==> config.mk <==
export PLATFORM = sky130hd
export DESIGN_NAME = cu_sequencer
export DESIGN_NICKNAME = d
export VERILOG_FILES = /design/src/rtl/cu_sequencer.sv
export SDC_FILE = /design/constraint.sdc
export NUM_CORES = 1
export LEC_CHECK = 0
export CORE_UTILIZATION = 30
export DETAILED_ROUTE_END_ITERATION = 16
export GPL_TIMING_DRIVEN = 0
export SYNTH_ARGS = -nofsm -noshare
export SYNTH_HDL_FRONTEND = slang
export SYNTH_SLANG_ARGS = --single-unit
==> constraint.sdc <==
create_clock -name clk -period 2.4 [get_ports clk]
set_input_delay 0.24 -clock clk [delete_from_list [all_inputs] [get_ports clk]]
set_output_delay 0.24 -clock clk [all_outputs]
set_load 0.02 [all_outputs]
==> src/rtl/cu_sequencer.sv <==
// Accumulator CPU instruction sequencer: 22-state one-hot strobe FSM with
// conditional branch, wait timeouts, sticky fault, single-step and icount.
module cu_sequencer #(
  parameter int OP_W  = 6,
  parameter int TO_W  = 8,
  parameter int CNT_W = 16
) (
  input  logic             clk,
  input  logic             rst,
  input  logic             start,
  input  logic [OP_W-1:0]  op,
  input  logic             ra,
  input  logic [1:0]       cond,
  input  logic [2:0]       flags,
  input  logic             ack_alu,
  input  logic             inp_ack,
  input  logic             out_ack,
  input  logic             step_mode,
  input  logic             step_go,
  input  logic [TO_W-1:0]  timeout_lim,
  output logic [21:0]      c,
  output logic             finish,
  output logic             busy,
  output logic             fault,
  output logic [1:0]       fault_code,
  output logic [CNT_W-1:0] icount
);

  typedef enum logic [4:0] {
    S_IDLE     = 5'd0,
    S_START    = 5'd1,
    S_FETCH    = 5'd2,
    S_DECODE   = 5'd3,
    S_LD_IMM   = 5'd4,
    S_WB       = 5'd5,
    S_ADDR     = 5'd6,
    S_ALU_WAIT = 5'd7,
    S_MEM_RD   = 5'd8,
    S_MEM_WR   = 5'd9,
    S_PSH1     = 5'd10,
    S_PSH2     = 5'd11,
    S_PSH3     = 5'd12,
    S_POP1     = 5'd13,
    S_POP2     = 5'd14,
    S_POP3     = 5'd15,
    S_IN_WAIT  = 5'd16,
    S_IN_LATCH = 5'd17,
    S_OUT_WAIT = 5'd18,
    S_BR_TAKE  = 5'd19,
    S_STEP     = 5'd20,
    S_FAULT    = 5'd21
  } state_t;

  state_t           state_q, state_d;
  logic [TO_W-1:0]  wcnt_q, wcnt_d;
  logic [1:0]       fcode_q, fcode_d;
  logic [CNT_W-1:0] icount_q, icount_d;
  logic             is_st_q, is_st_d;

  logic             illegal_hi;
  logic [5:0]       op_lo;
  logic             cond_true;
  logic             retire;
  logic [TO_W-1:0]  wnext;
  logic             expired;
  logic             unused_ra;

  // ra steers the datapath register mux, not the sequence itself
  assign unused_ra  = ra;
  assign illegal_hi = |(op >> 6);
  assign op_lo      = op[5:0];
  assign wnext      = wcnt_q + 1'b1;
  assign expired    = (timeout_lim != '0) && (wnext == timeout_lim);

  always_comb begin
    cond_true = 1'b1;
    case (cond)
      2'b01:   cond_true = flags[0];
      2'b10:   cond_true = flags[1];
      2'b11:   cond_true = flags[2];
      default: cond_true = 1'b1;
    endcase
  end

  always_comb begin
    state_d  = state_q;
    wcnt_d   = '0;
    fcode_d  = fcode_q;
    icount_d = icount_q;
    is_st_d  = is_st_q;
    retire   = 1'b0;
    case (state_q)
      S_IDLE:   if (start) state_d = S_START;
      S_START:  state_d = S_FETCH;
      S_FETCH:  state_d = S_DECODE;
      S_DECODE: begin
        is_st_d = (op_lo == 6'd3);
        if (illegal_hi) begin
          state_d = S_FAULT;
          fcode_d = 2'b01;
        end else begin
          case (op_lo)
            6'd0: begin
              state_d = S_IDLE;
              retire  = 1'b1;
            end
            6'd1:    state_d = S_LD_IMM;
            6'd2:    state_d = S_ADDR;
            6'd3:    state_d = S_ADDR;
            6'd4:    state_d = S_PSH1;
            6'd5:    state_d = S_POP1;
            6'd6:    state_d = S_IN_WAIT;
            6'd7:    state_d = S_OUT_WAIT;
            6'd8: begin
              if (cond_true) state_d = S_BR_TAKE;
              else           retire  = 1'b1;
            end
            default: begin
              state_d = S_FAULT;
              fcode_d = 2'b01;
            end
          endcase
        end
      end
      S_LD_IMM: state_d = S_WB;
      S_ADDR:   state_d = S_ALU_WAIT;
      S_ALU_WAIT: begin
        if (ack_alu) begin
          state_d = is_st_q ? S_MEM_WR : S_MEM_RD;
        end else if (expired) begin
          state_d = S_FAULT;
          fcode_d = 2'b10;
        end else begin
          wcnt_d = wnext;
        end
      end
      S_MEM_RD: state_d = S_WB;
      S_PSH1:   state_d = S_PSH2;
      S_PSH2:   state_d = S_PSH3;
      S_POP1:   state_d = S_POP2;
      S_POP2:   state_d = S_POP3;
      S_IN_WAIT: begin
        if (inp_ack) begin
          state_d = S_IN_LATCH;
        end else if (expired) begin
          state_d = S_FAULT;
          fcode_d = 2'b11;
        end else begin
          wcnt_d = wnext;
        end
      end
      S_OUT_WAIT: begin
        if (out_ack) begin
          retire = 1'b1;
        end else if (expired) begin
          state_d = S_FAULT;
          fcode_d = 2'b11;
        end else begin
          wcnt_d = wnext;
        end
      end
      S_WB, S_MEM_WR, S_PSH3, S_POP3,
      S_IN_LATCH, S_BR_TAKE: retire = 1'b1;
      S_STEP:   if (step_go) state_d = S_FETCH;
      S_FAULT:  state_d = S_FAULT;
      default:  state_d = S_IDLE;
    endcase
    // HLT already chose IDLE; everything else continues or pauses
    if (retire) begin
      icount_d = icount_q + 1'b1;
      if (state_d != S_IDLE) state_d = step_mode ? S_STEP : S_FETCH;
    end
  end

  always_ff @(posedge clk) begin
    if (rst) begin
      state_q  <= S_IDLE;
      wcnt_q   <= '0;
      fcode_q  <= 2'b00;
      icount_q <= '0;
      is_st_q  <= 1'b0;
    end else begin
      state_q  <= state_d;
      wcnt_q   <= wcnt_d;
      fcode_q  <= fcode_d;
      icount_q <= icount_d;
      is_st_q  <= is_st_d;
    end
  end

  assign c          = 22'd1 << state_q;
  assign finish     = (state_q == S_IDLE);
  assign fault      = (state_q == S_FAULT);
  assign busy       = !finish && !fault;
  assign fault_code = fcode_q;
  assign icount     = icount_q;

endmodule

* Word-level counts from Yosys, hierarchy flattened
Index checks and enable logic that the tools add are counted.
** Storage, ports and cells
- Flip-flop bits (word level) :: 32
- Bits in latches :: 0
- RAM bits :: 0
- Memory bits (read-only) :: 0
- Output and inout bits :: 43
- Word-level logic and storage cells :: 90
- Memories kept :: 0
** Cells by class
- Add/sub/neg operators :: 2
- Multipliers :: 0
- Div/mod/pow operators :: 0
- Order comparisons :: 0
- Equal/unequal tests :: 38
- Shifts and indexed selects :: 1
- Mux-type cells :: 30
- Bitwise gates (word level) :: 0
- Reduce and logical (&&, ||, !) cells :: 14
** Operators by type and width (count)
- 5-bit case mux with 16 select lines :: 1
- 5-bit two-way mux :: 10
- 5-bit by 4-bit equality test with 1-bit output, second input constant :: 8
- 5-bit case mux with 8 select lines :: 1
- 8-bit two-way mux :: 4
- 5-bit equality test, second input constant :: 6
- 6-bit by 3-bit equality test with 1-bit output, second input constant :: 4
- 8-bit case mux with 3 select lines :: 1
- 1-bit by 5-bit << shifter with 22-bit output, first input constant :: 1
- 5-bit by 3-bit equality test with 1-bit output, second input constant :: 4
- 16-bit by 1-bit adder with 16-bit output, second input constant :: 1
- 6-bit by 2-bit equality test with 1-bit output, second input constant :: 2
- 2-bit two-way mux :: 6
- 5-bit by 2-bit equality test with 1-bit output, second input constant :: 2
- 2-bit inequality test, second input constant :: 5
- 9-bit OR reduction :: 1
- 8-bit by 1-bit adder with 8-bit output, second input constant :: 1
- 8-bit equality test :: 1
- 2-bit case mux with 4 select lines :: 1
- 8-bit nonzero test :: 1
- 6-bit by 1-bit equality test with 1-bit output, second input constant :: 1
- 6-bit by 4-bit equality test with 1-bit output, second input constant :: 1
- 6-bit logical NOT :: 1
- 1-bit case mux with 3 select lines :: 2
- 13 further kinds :: 19

* Logic depth before layout (Yosys ltp)
Gate-level depths: netlist of the first run.
- Word-level depth :: 9
- Gate-level depth with buffers :: 9

* Least setup slack after synthesis of the first run
OpenSTA, ideal clock, no wires.
- Kind :: reg2reg
- Start point :: register state_q[1]
- End point :: register fcode_q[0] (netlist: fault_code[0])
- Setup time :: 0.123 ns
- Arrival :: 2.002 ns
- Path slack :: 0.275 ns
- Stages on the path, launching flop included :: 9
- Path buffers :: 1
- Cell sequence :: dfxtp_1 -> buf_6 -> or3b_2 -> nor2_1 -> a22o_1 -> a21oi_1 -> o21a_1 -> o31ai_1 -> mux2_1
** Between the ends
- Cells in the longest elaborated chain, start to end :: 3
- Elaborated cells on any way between the ends :: 12
- Those cells by class :: 9 x eq/ne; 1 x mux; 2 x reduce/logical
** RTL lines
- from (decl) :: line 54 : state_t state_q, state_d;
- from (signal assigned) :: line 183 : state_q <= state_d;
- 5-bit equality test (tied with other cells) :: line 92 : case (state_q)
- 4-bit nonzero test (no source line) or 2-bit inequality test (tied branches)
- 6-bit AND reduction (no source line)
- to (signal assigned) :: line 185 : fcode_q <= fcode_d;
- to (decl) :: line 56 : logic [1:0] fcode_q, fcode_d;
Several ways; a longest one is shown, not always the timed one.
A chain may end at the register's enable or synchronous reset.

* Worst setup path after layout of the first run
- Start point :: input port op[5]
- End point :: register state_q[1]
** Between the ends
- Cells in the longest elaborated chain, start to end :: 7
- Elaborated cells on any way between the ends :: 17
- Those cells by class :: 8 x eq/ne; 6 x mux; 3 x reduce/logical
** RTL lines
- from (decl) :: line 11 : input logic [OP_W-1:0] op,
- 6-bit by 2-bit equality test with 1-bit output :: line 102 : case (op_lo)
- 2-bit OR reduction (no source line)
- 5-bit case mux with 8 select lines :: line 102
- 5-bit case mux with 16 select lines :: line 92
- 5-bit nonzero test :: line 171 : if (state_d != S_IDLE) state_d = step_mode ? S_STEP : S_FETCH;
- 5-bit two-way mux :: line 171
- 5-bit two-way mux (*) :: line 169 : if (retire) begin
Mark *: on every way between the ends. The rest lies on a longest branch, timed or not.

==> metrics.txt, run 1 <==
LEAKAGE roughly 1.2 nW; YS warnings 0; setup ws final ~0.063 ns; area of the core approximately 7300 µm²; final setup fails 0; chip width 89.6 µm; RSZ-0062 raised after global routing true; GRT Max-Usage Layer met2; CP arrival around 2.5 ns; Worst-path clk slew 0.05 ns; top cells by count, synth nor2_1, dfxtp_1, nand2_1, a21oi_1, xnor2_1; Pre-Repair DR Iteration Count 5; initial antenna violation count 0; Max Slew Vio Count 0; Mean Syn Cell Area around 7.4 µm²; dpl cells 478; Final min period between 2 and 2.5 ns; area grow syn2layout 39.4%; vias per cell about 5; met2 usage between 20 and 30%; GR Overflow Total 0; post-synth design cell area 2300 µm²; fillers 746; Top FF cell, synth dfxtp_1; Initial Utilization between 30% and 40%; CTS H-tree lvls 2; Achievable Freq 428 MHz; Finished Cell Area about 3200 µm²; clock sink total 32; Post-synth ARST share 0%; CTS tree yes; clock buffer depth 2; final WL between 6000 and 7000 µm; vias in the first global route around 2200; hold slack a little over 0.4 ns; most area-consuming cells after synthesis dfxtp_1, nor2_1, xnor2_1; root buffer cell clkbuf_8; global-route wire length before repair 10900 µm; Net Sw Power approximately 0.79 mW; Nets a little over 400; Total GRT Usage between 10% and 20%; cts hold-fix bufs 0; setup tns final 0 ns; Max IR drop VDD about 0.30 mV; max cap viols 0; synthesized instance count slightly above 300; internal power 1.19 mW; DRC violations left 0; Synth Register Bits 32; count leader, synth nor2_1; Comb pwr share between 50% and 60%; IO Pins just over 70; die height around 90 µm; largest net degree at the start of global routing 11; Post-Place Worst Slack -0.205 ns; crit share post-route 97.4%; clk_skew 0.0110 ns; Tot Pwr just under 2 mW; sequential share of the synthesized area between 20% and 30%; DP Area 3110 µm²; part of the power in registers between 30 and 40%; Slew @ Worst Pin 0.466 ns; Post-synth EDFFs 0; CTS Buf Count 5; met3 usage just under 4%; Hold Vio Cnt, Final 0; Startpoint Class primary input; WL/cell approximately 14 µm; initial drt markers 144; post-route ant nets 0; Port Buf Inserts 68; Routability Congestion ~0.86; Non-Filler Instances 484; outcome finished, final reports clean; slew margin rel. roughly 70%; Rows 31; Clock Power Share roughly 20%; Vias about 2500; n_diodes 0; worst-skew pair later-pin latency between 0.2 and 0.3 ns; post-synth top area share 27.8%; Finished Core Util between 40 and 50%; met1 Resource Use GR a little under a quarter; syn nets 341; worst min-delay path category primary input to flip-flop; critical path class primary input to flip-flop; Post-DP HPWL between 5000 and 6000 µm; Die Area about 8000 µm²; largest fanout on the critical path 4; power per cell area 616 nW/µm²; layout cells sized above 1 7.79%; Netlist cell types 65; CP endpoint kind flip-flop; largest area contributor in the synthesized netlist dfxtp_1; switching part of the total power between 30 and 40%; CP required approximately 2.5 ns
state kept, by name, indices dropped and copies added (netlist names):
name        count
is_st_q         1
fault_code      2
icount         16
state_q         5
wcnt_q          8
worst max-delay path, cell delays in order:
cell             delay [ns]
clkdlybuf4s50_1        0.42
nor2_1                 0.25
o21ai_0                0.14
a2111o_1               0.37
a311oi_1               0.44
nand4_1                0.20
a221oi_1               0.34
a211oi_1               0.09
logic make-up after synthesis:
group                      after synthesis  share of synthesized area, %
buffers and inverters                   26                          5.49
muxes                                    3                          1.36
xor gates and xnor gates                28                          12.0
DFF                                     32                          27.8
adders and majority gates                2                          1.09
and+or+nand+nor                        165                          36.2
AOI/OAI and AO/OA                       55                          16.1
repair_timing:
item	in CTS	in global routing
endpoints found under the setup margin	3	22
endpoints found under the hold margin	0	0
gates resized for setup	1	12
buffers inserted	0	0
power by group through the flow:
stage | sequential, mW | clock, mW | combinational (mW)
6_report | 0.599 | 0.390 | 0.990
5_1_grt | 0.603 | 0.432 | 1.08
4_1_cts | 0.596 | 0.412 | 0.967
3_5_place_dp | 0.608 | 0 | 0.965
3_3_place_gp | 0.609 | 0 | 0.965
2_1_floorplan | 0.616 | 0 | 0.610
worst paths after layout:
check	from	end	slack, ns	cells past startpoint
setup / recovery	op[5]	state_q[1]	0.06	8
hold / removal	rst	state_q[4]	0.41	2
hold reg to reg	is_st_q	is_st_q	0.45	2
setup reg to reg	wcnt_q[0]	state_q[1]	0.07	7
cell usage in the layout (no fill, tap or decap), types with 2 or more instances in the layout:
cell type / n
ha_1: 2
nor2_1: 62
and3_1: 5
dfxtp_1: 30
o31ai_1: 3
buf_2: 2
xor2_1: 9
nand2_1: 22
inv_1: 8
dfxtp_2: 2
o21ai_1: 3
a211oi_1: 2
nor3b_1: 2
clkbuf_8: 5
xnor2_1: 17
and2_1: 2
nand2b_1: 3
buf_6: 3
xor3_1: 2
or3_1: 4
nor4b_1: 2
a21oi_1: 18
o2111ai_1: 2
nor3_1: 16
nand4_1: 7
clkdlybuf4s50_1: 68
nand3_1: 10
mux2i_1: 2
o21ai_0: 6
nor4_1: 6
o21a_1: 2
clkbuf_2: 4
clkbuf_1: 6
nor2b_1: 9
cell type report:
class                      count  area [µm²]  area share, %
multi-input combinational    253        1560           48.5
timing repair buffer          68         681           21.2
clock buffer                   6        72.6           2.26
buffer                        16        93.8           2.92
clock inverter                 1        5.00          0.156
inverter                       9        33.8           1.05
tap                           99         124           3.86
sequential                    32         643           20.0
per-layer routing:
| metal | wire length (µm) | vias up |
|---|---|---|
| met5 | 0 | - |
| met4 | 82 | 0 |
| met3 | 475 | 8 |
| met2 | 3110 | 92 |
| met1 | 3120 | 1143 |
| li1 | - | 1242 |
No activity file was read; power rests on OpenSTA's default activity.
==> inputs of run 2 (changes only) <==
Settings changed: CORE_MARGIN set to 5.
Clock period 2.4 ns to 2.65 ns, I/O delays scaled along.
==> run 2 against run 1 <==
  * Clock skew shrank 0.0076 ns
  * Power shrank 7.2%
  * Routed wire length grew 3.5%
  * Non-clock buffer count grew 1
  * Critical path depth is the same
  * Highest routed layer unchanged
==> metrics.txt, run 2 (synthesis gave the netlist of run 1 again) <==
power per cell area about 570 nW/µm²; Initial Utilization between 30% and 40%; clock sink total 32; chip width 97.6 µm; Max stage delay on crit path 0.40 ns; Hold Vio Cnt, Final 0; area of the core between 7000 and 8000 µm²; dpl cells 481; LEAKAGE roughly 1.2 nW; cts hold-fix bufs 0; initial antenna violation count 0; n_diodes 0; vias in the first global route about 2300; critical path class flip-flop to flip-flop; crit share post-route between 90% and 100%; Max IR drop VDD 0.211 mV; Non-Filler Instances 488; CP required 2.80 ns; global-route wire length before repair about 11000 µm; Comb pwr share between 40% and 50%; WHS Path Cells 2; commonest non-fill, non-tap cell in the layout clkdlybuf4s50_1; Port Buf Inserts 68; RSZ-0062 raised after global routing false; worst-skew pair later-pin latency roughly 0.28 ns; Nets ~420; reg2reg setup slack 0.14 ns; worst-case reg-to-reg path depth 8; GR Overflow Total 0; IO Pins between 70 and 80; switching part of the total power 39.1%; Critical-path top delay cell nor4_2; clk_skew roughly 0.0034 ns; Vias around 2500; WL/cell approximately 14 µm; setup bufs post-CTS 0; R2R Path End state_q[1]; commonest cells after routing, fill and taps aside clkdlybuf4s50_1, nor2_1, dfxtp_1, nand2_1, a21oi_1; Worst-path clk slew 0.06 ns; DRC violations left 0; Achievable Freq around 400 MHz; initial drt markers between 100 and 150; Hold Startpoint rst; largest net degree at the start of global routing 11; Clock Power Share 22.2%; part of the power in registers about 30%; clock buffer depth 2; Post-DP HPWL around 5300 µm; max cap viols 0; layout cells sized above 1 under 10%; Total GRT Usage 14.1%; CTS tree yes; die height just under 100 µm; final WL approximately 7000 µm; Die Area around 9500 µm²; Startpoint Class flip-flop; CTS H-tree lvls 2; largest fanout on the critical path 10; Rows 32; worst min-delay path category primary input to flip-flop; setup tns final 0 ns; CP arrival between 2 and 3 ns; Net Sw Power just over 0.7 mW; Final min period between 2 and 3 ns; CP endpoint kind flip-flop; post-route ant nets 0; area grow syn2layout 39.7%; max reg flops 16; internal power around 1.1 mW; root buffer cell clkbuf_8; slew margin rel. roughly 68%; CTS Buf Count 5; outcome finished, final reports clean; Worst Hold Path EP state_q[0]; Pre-Repair DR Iteration Count 4; worst r2r src state_q[3]; worst-path cell chain clkbuf_1 -> nor2b_2 -> o21ai_1 -> o311a_1 -> nor4_2 -> nand4_1 -> a221oi_1 -> a211oi_1; Routability Congestion 0.899; Max Slew Vio Count 0; Slew @ Worst Pin between 0.4 and 0.5 ns; final setup fails 0; vias per cell 5.09
==> run 2: cell types whose count changed in the layout (fill, tap and decap cells not counted), moves of 2 or more <==
| cell | delta |
|---|---|
| clkbuf_2 | -4 |
| clkbuf_1 | +4 |
| clkbuf_8 | +2 |
| dfxtp_1 | +2 |
| dfxtp_2 | -2 |
==> run 2: worst max-delay path, delay by kind of cell (launching register included) <==
family,cells,cell delay [ns]
buf+inv,1,0.25
simple gates,3,0.89
compound gates,4,0.86
flops,1,0.37
==> run 2: through the flow <==
step | instance area, µm² | setup WS (ns) | utilization [%] | hold WS [ns] | power (mW)
6_report | 3220 | 0.140 | 42.3 | 0.428 | 1.84
5_1_grt | 3220 | 0.0382 | 42.3 | 0.451 | 1.94
4_1_cts | 3210 | 0.134 | 42.2 | 0.421 | 1.84
3_5_place_dp | 3110 | -0.0752 | 40.9 | 0.444 | 1.43
3_3_place_gp | 3110 | -0.0853 | 40.9 | 0.443 | 1.42
2_1_floorplan | 2300 | 0.525 | - | 0.365 | 1.11
==> run 2: worst max path at each step <==
| stage | end | slack [ns] | from |
|---|---|---|---|
| 2_1_floorplan | fault_code[0] | 0.53 | state_q[1] |
| 3_3_place_gp | state_q[1] | -0.09 | ack_alu |
| 3_5_place_dp | state_q[1] | -0.08 | ack_alu |
| 4_1_cts | state_q[1] | 0.13 | state_q[3] |
| 5_1_grt | state_q[1] | 0.04 | state_q[4] |
| 6_report | state_q[1] | 0.14 | state_q[3] |
==> run 2: power groups by stage <==
stage / logic (mW) / clock network (mW) / registers [mW]
5_1_grt: 0.954 / 0.444 / 0.545
3_5_place_dp: 0.877 / 0 / 0.552
6_report: 0.887 / 0.408 / 0.541
2_1_floorplan: 0.552 / 0 / 0.557
4_1_cts: 0.880 / 0.417 / 0.541
3_3_place_gp: 0.872 / 0 / 0.551
==> run 2: layer usage <==
metal,track usage (%),part of all wire (%),vias to the layer above,wire [µm]
li1,-,-,1245,-
met1,18.2,46,1139,3230
met2,22.5,45,84,3160
met3,4.09,7.6,14,535
met4,4.90,1.4,0,101
met5,0,0,-,0
==> run 2: final cells by class <==
cell class | instances | area, µm²
buffer | 17 | 92.6
clock buffer | 7 | 96.3
fill | 777 | 4390
inverter | 9 | 33.8
multi-input combinational | 253 | 1550
sequential | 32 | 641
tap | 102 | 128
timing repair buffer | 68 | 681
==> run 2: repair_timing <==
action,in CTS,in global routing
hold endpoints to repair,0,0
endpoints found under the setup margin,0,1
resized for setup,0,2
==> variant (settings of run 2) <==
Add an input register stage for `step_mode`, with the module's reset; this delays it by one clock. The other inputs are not delayed to match.
--- a/src/rtl/cu_sequencer.sv
+++ b/src/rtl/cu_sequencer.sv
@@ -51,6 +51,16 @@
     S_FAULT    = 5'd21
   } state_t;
 
+  logic step_mode_q;
+
+  always_ff @(posedge clk) begin
+    if (rst) begin
+      step_mode_q <= '0;
+    end else begin
+      step_mode_q <= step_mode;
+    end
+  end
+
   state_t           state_q, state_d;
   logic [TO_W-1:0]  wcnt_q, wcnt_d;
   logic [1:0]       fcode_q, fcode_d;
@@ -168,7 +178,7 @@
     // HLT already chose IDLE; everything else continues or pauses
     if (retire) begin
       icount_d = icount_q + 1'b1;
-      if (state_d != S_IDLE) state_d = step_mode ? S_STEP : S_FETCH;
+      if (state_d != S_IDLE) state_d = step_mode_q ? S_STEP : S_FETCH;
     end
   end
 
Function: changed (a bounded check fails within 10 cycles, from zero or initial values and one cycle with rst high).
==> variant against run 2 <==
- combinational power rose by 29%
- die area grew 7.1%
- synthesized cell count increased by 8.4%
- total power up 16%
- sequential cell count rose by 1
- utilization up 0.81 points
- sequential share of layout area is 0.82 points lower
- wire length grew 11%
- first-iteration DRC count decreased by 37%
- area after synthesis rose by 7.9%
- design area grew 9.0%
- setup slack got worse by 0.10 ns
- largest power group unchanged
- highest routed layer unchanged
==> variant: results (changes against run 2) <==
| Item | Reported | Unit | vs run 2 |
| --- | --- | --- | --- |
| Outcome | completed | - |  |
| Synth unique cells | 58 | - | -11% |
| Iter 0 DRT Violations | 72 | - | -37% |
| Worst relative slew slack | 64.5 | % | -3.0 points |
| Critical Path Sink Type | register | - |  |
| Final weighted congestion of routability-driven global placement | 0.940 | - | +4.6% |
| Amount of wire on met3 after detailed routing | 370 | um | -31% |
| Arr. time, crit path | 2.80 | ns | +0.14 ns |
| Setup crit start kind | register | - |  |
| Peak fanout along the critical path | 5 | - | -5 |
| Maximum clock frequency | 0.383 | GHz | -3.8% |
| Pin count of the biggest net entering global routing | 12 | - | +1 |
| Proportion of synthesized chip area in sequential cells | 26.6 | % | -1.2 points |
| Worst stage delay on the critical path | 0.37 | ns | -0.03 ns |
| Final routed wire length divided by cell count | 15.0 | um | +4.5% |
| Register-to-Register Setup Slack | 0.04 | ns | -0.10 ns |
| Area post-placement | 3270 | um2 | +5.0% |
| Synth area leaders | dfxtp_1, nor2_1, a21oi_1, xnor2_1, o21ai_0 | - |  |
| Routed vias | 2701 | - | +8.8% |
| Number of search-and-repair iterations in the first detailed-routing pass | 4 | - | unchanged |
| Number of filler instances in the final layout | 828 | - | +6.6% |
| Total of buffers placed on input and output ports | 65 | - | -4.4% |
| Number of flip-flops under the largest register name | 16 | - | unchanged |
| Estimated wirelength of the detail-placed design | 5.85 | mm | +9.6% |
| Reg-to-reg critical path endpoint | state_q[1] | - |  |
| Most frequent cells after synthesis | nor2_1, dfxtp_1, a21oi_1, clkbuf_1 | - |  |
| Number of warnings printed during yosys synthesis | 0 | - | unchanged |
| Min-Delay Path Depth | 1 | - | -1 |
| Number of instances in the placed design | 507 | - | +5.4% |
| Synthesized area per cell | 7.38 | um2 | -0.40% |
| Worst IR Drop VDD | 0.388 | mV | +84% |
| Post-synthesis async set-or-reset flop share | 0 | % | unchanged |
| Wire length of the first global-routing pass | 12.8 | mm | +13% |
| Vias per inst | 5.21 | - | +2.5% |
| Final worst clock skew | 0.00724 | ns | +0.00387 ns |
| Max stage delay cell, worst path | dfxtp_4 | - |  |
| Number of antenna violations at the first check in global routing | 0 | - | unchanged |
| Depth of the worst register-to-register path | 9 | - | +1 |
| Total Nets Final | 442 | - | +6.3% |
| Leak | 1.20 | nW | +3.6% |
| Post-Route M1 WL | 3.65 | mm | +13% |
| Via count of the first global-routing pass | 2596 | - | +11% |
| Share of cells above drive strength 1 | 13.1 | % | +6.9 points |
| Crit-path leading delay family | compound AO/OA/AOI/OAI gates | - |  |
| Synthesized Nets | 367 | - | +7.6% |
| FF-to-FF Start | wcnt_q[0] | - |  |
| Met2 WL | 3.70 | mm | +17% |
| Root buffer selected by CTS | clkbuf_8 | - |  |
| Uppermost routed layer | met4 | - |  |
| Aggregate global-route resource usage | 15.1 | % | +0.99 points |
| Worst slack, placed | -0.278 | ns | -0.203 ns |
| Clk Latency, worst-skew pair | 0.29 | ns |  |
| Tightest Hold Check Type | reg2reg | - |  |
| Deepest clock path buffer count | 2 | - | unchanged |
==> variant: cell types whose count changed after synthesis, sizes merged, moves of 7 or more <==
cell    before  now
clkbuf      10   18
nor2        63   53
nor3        16    9
o21ai        9   17
or3          4   13
==> variant: routing by layer <==
layer	global-route usage, %	up-vias
met5	0	-
met4	3.17	0
met3	2.84	10
met2	24.4	69
met1	21.0	1254
li1	-	1368
==> variant: final cells by class <==
class / count / area, um2 / area share [%]
buffer: 22 / 116 / 3.32
clock buffer: 6 / 82.6 / 2.36
clock inverter: 2 / 13.8 / 0.393
inverter: 15 / 56.3 / 1.61
multi-input combinational: 263 / 1740 / 49.6
sequential: 33 / 669 / 19.1
tap: 105 / 131 / 3.75
timing repair buffer: 72 / 697 / 19.9
==> variant: cells by family after synthesis <==
family / share of synthesized area, %
AOI/OAI and AO/OA: 23.8
buffers and inverters: 6.49
and+or+nand+nor: 31.3
xor gates and xnor gates: 8.35
muxes: 2.57
DFF: 26.6
adders and majority gates: 1.01
==> variant: worst min-delay path by stage <==
stage / start / to / slack, ns
4_1_cts: wcnt_q[0] / wcnt_q[0] / 0.46
5_1_grt: wcnt_q[0] / wcnt_q[0] / 0.49
2_1_floorplan: rst / step_mode_q / 0.34
3_5_place_dp: fault_code[1] / fault_code[1] / 0.47
6_report: wcnt_q[0] / wcnt_q[0] / 0.46
3_3_place_gp: fault_code[1] / fault_code[1] / 0.45
==> variant: where the power goes <==
part | switching, mW | internal [mW]
clock | 0.189 | 0.210
combinational | 0.635 | 0.509
sequential | 0.0552 | 0.529
==> variant: repair_timing <==
item / in CTS / in global routing
cloned: 0 / 1
gates resized for setup: 14 / 29
buffers inserted: 0 / 6
pin swaps: 0 / 8
setup endpoints to repair: 28 / 37
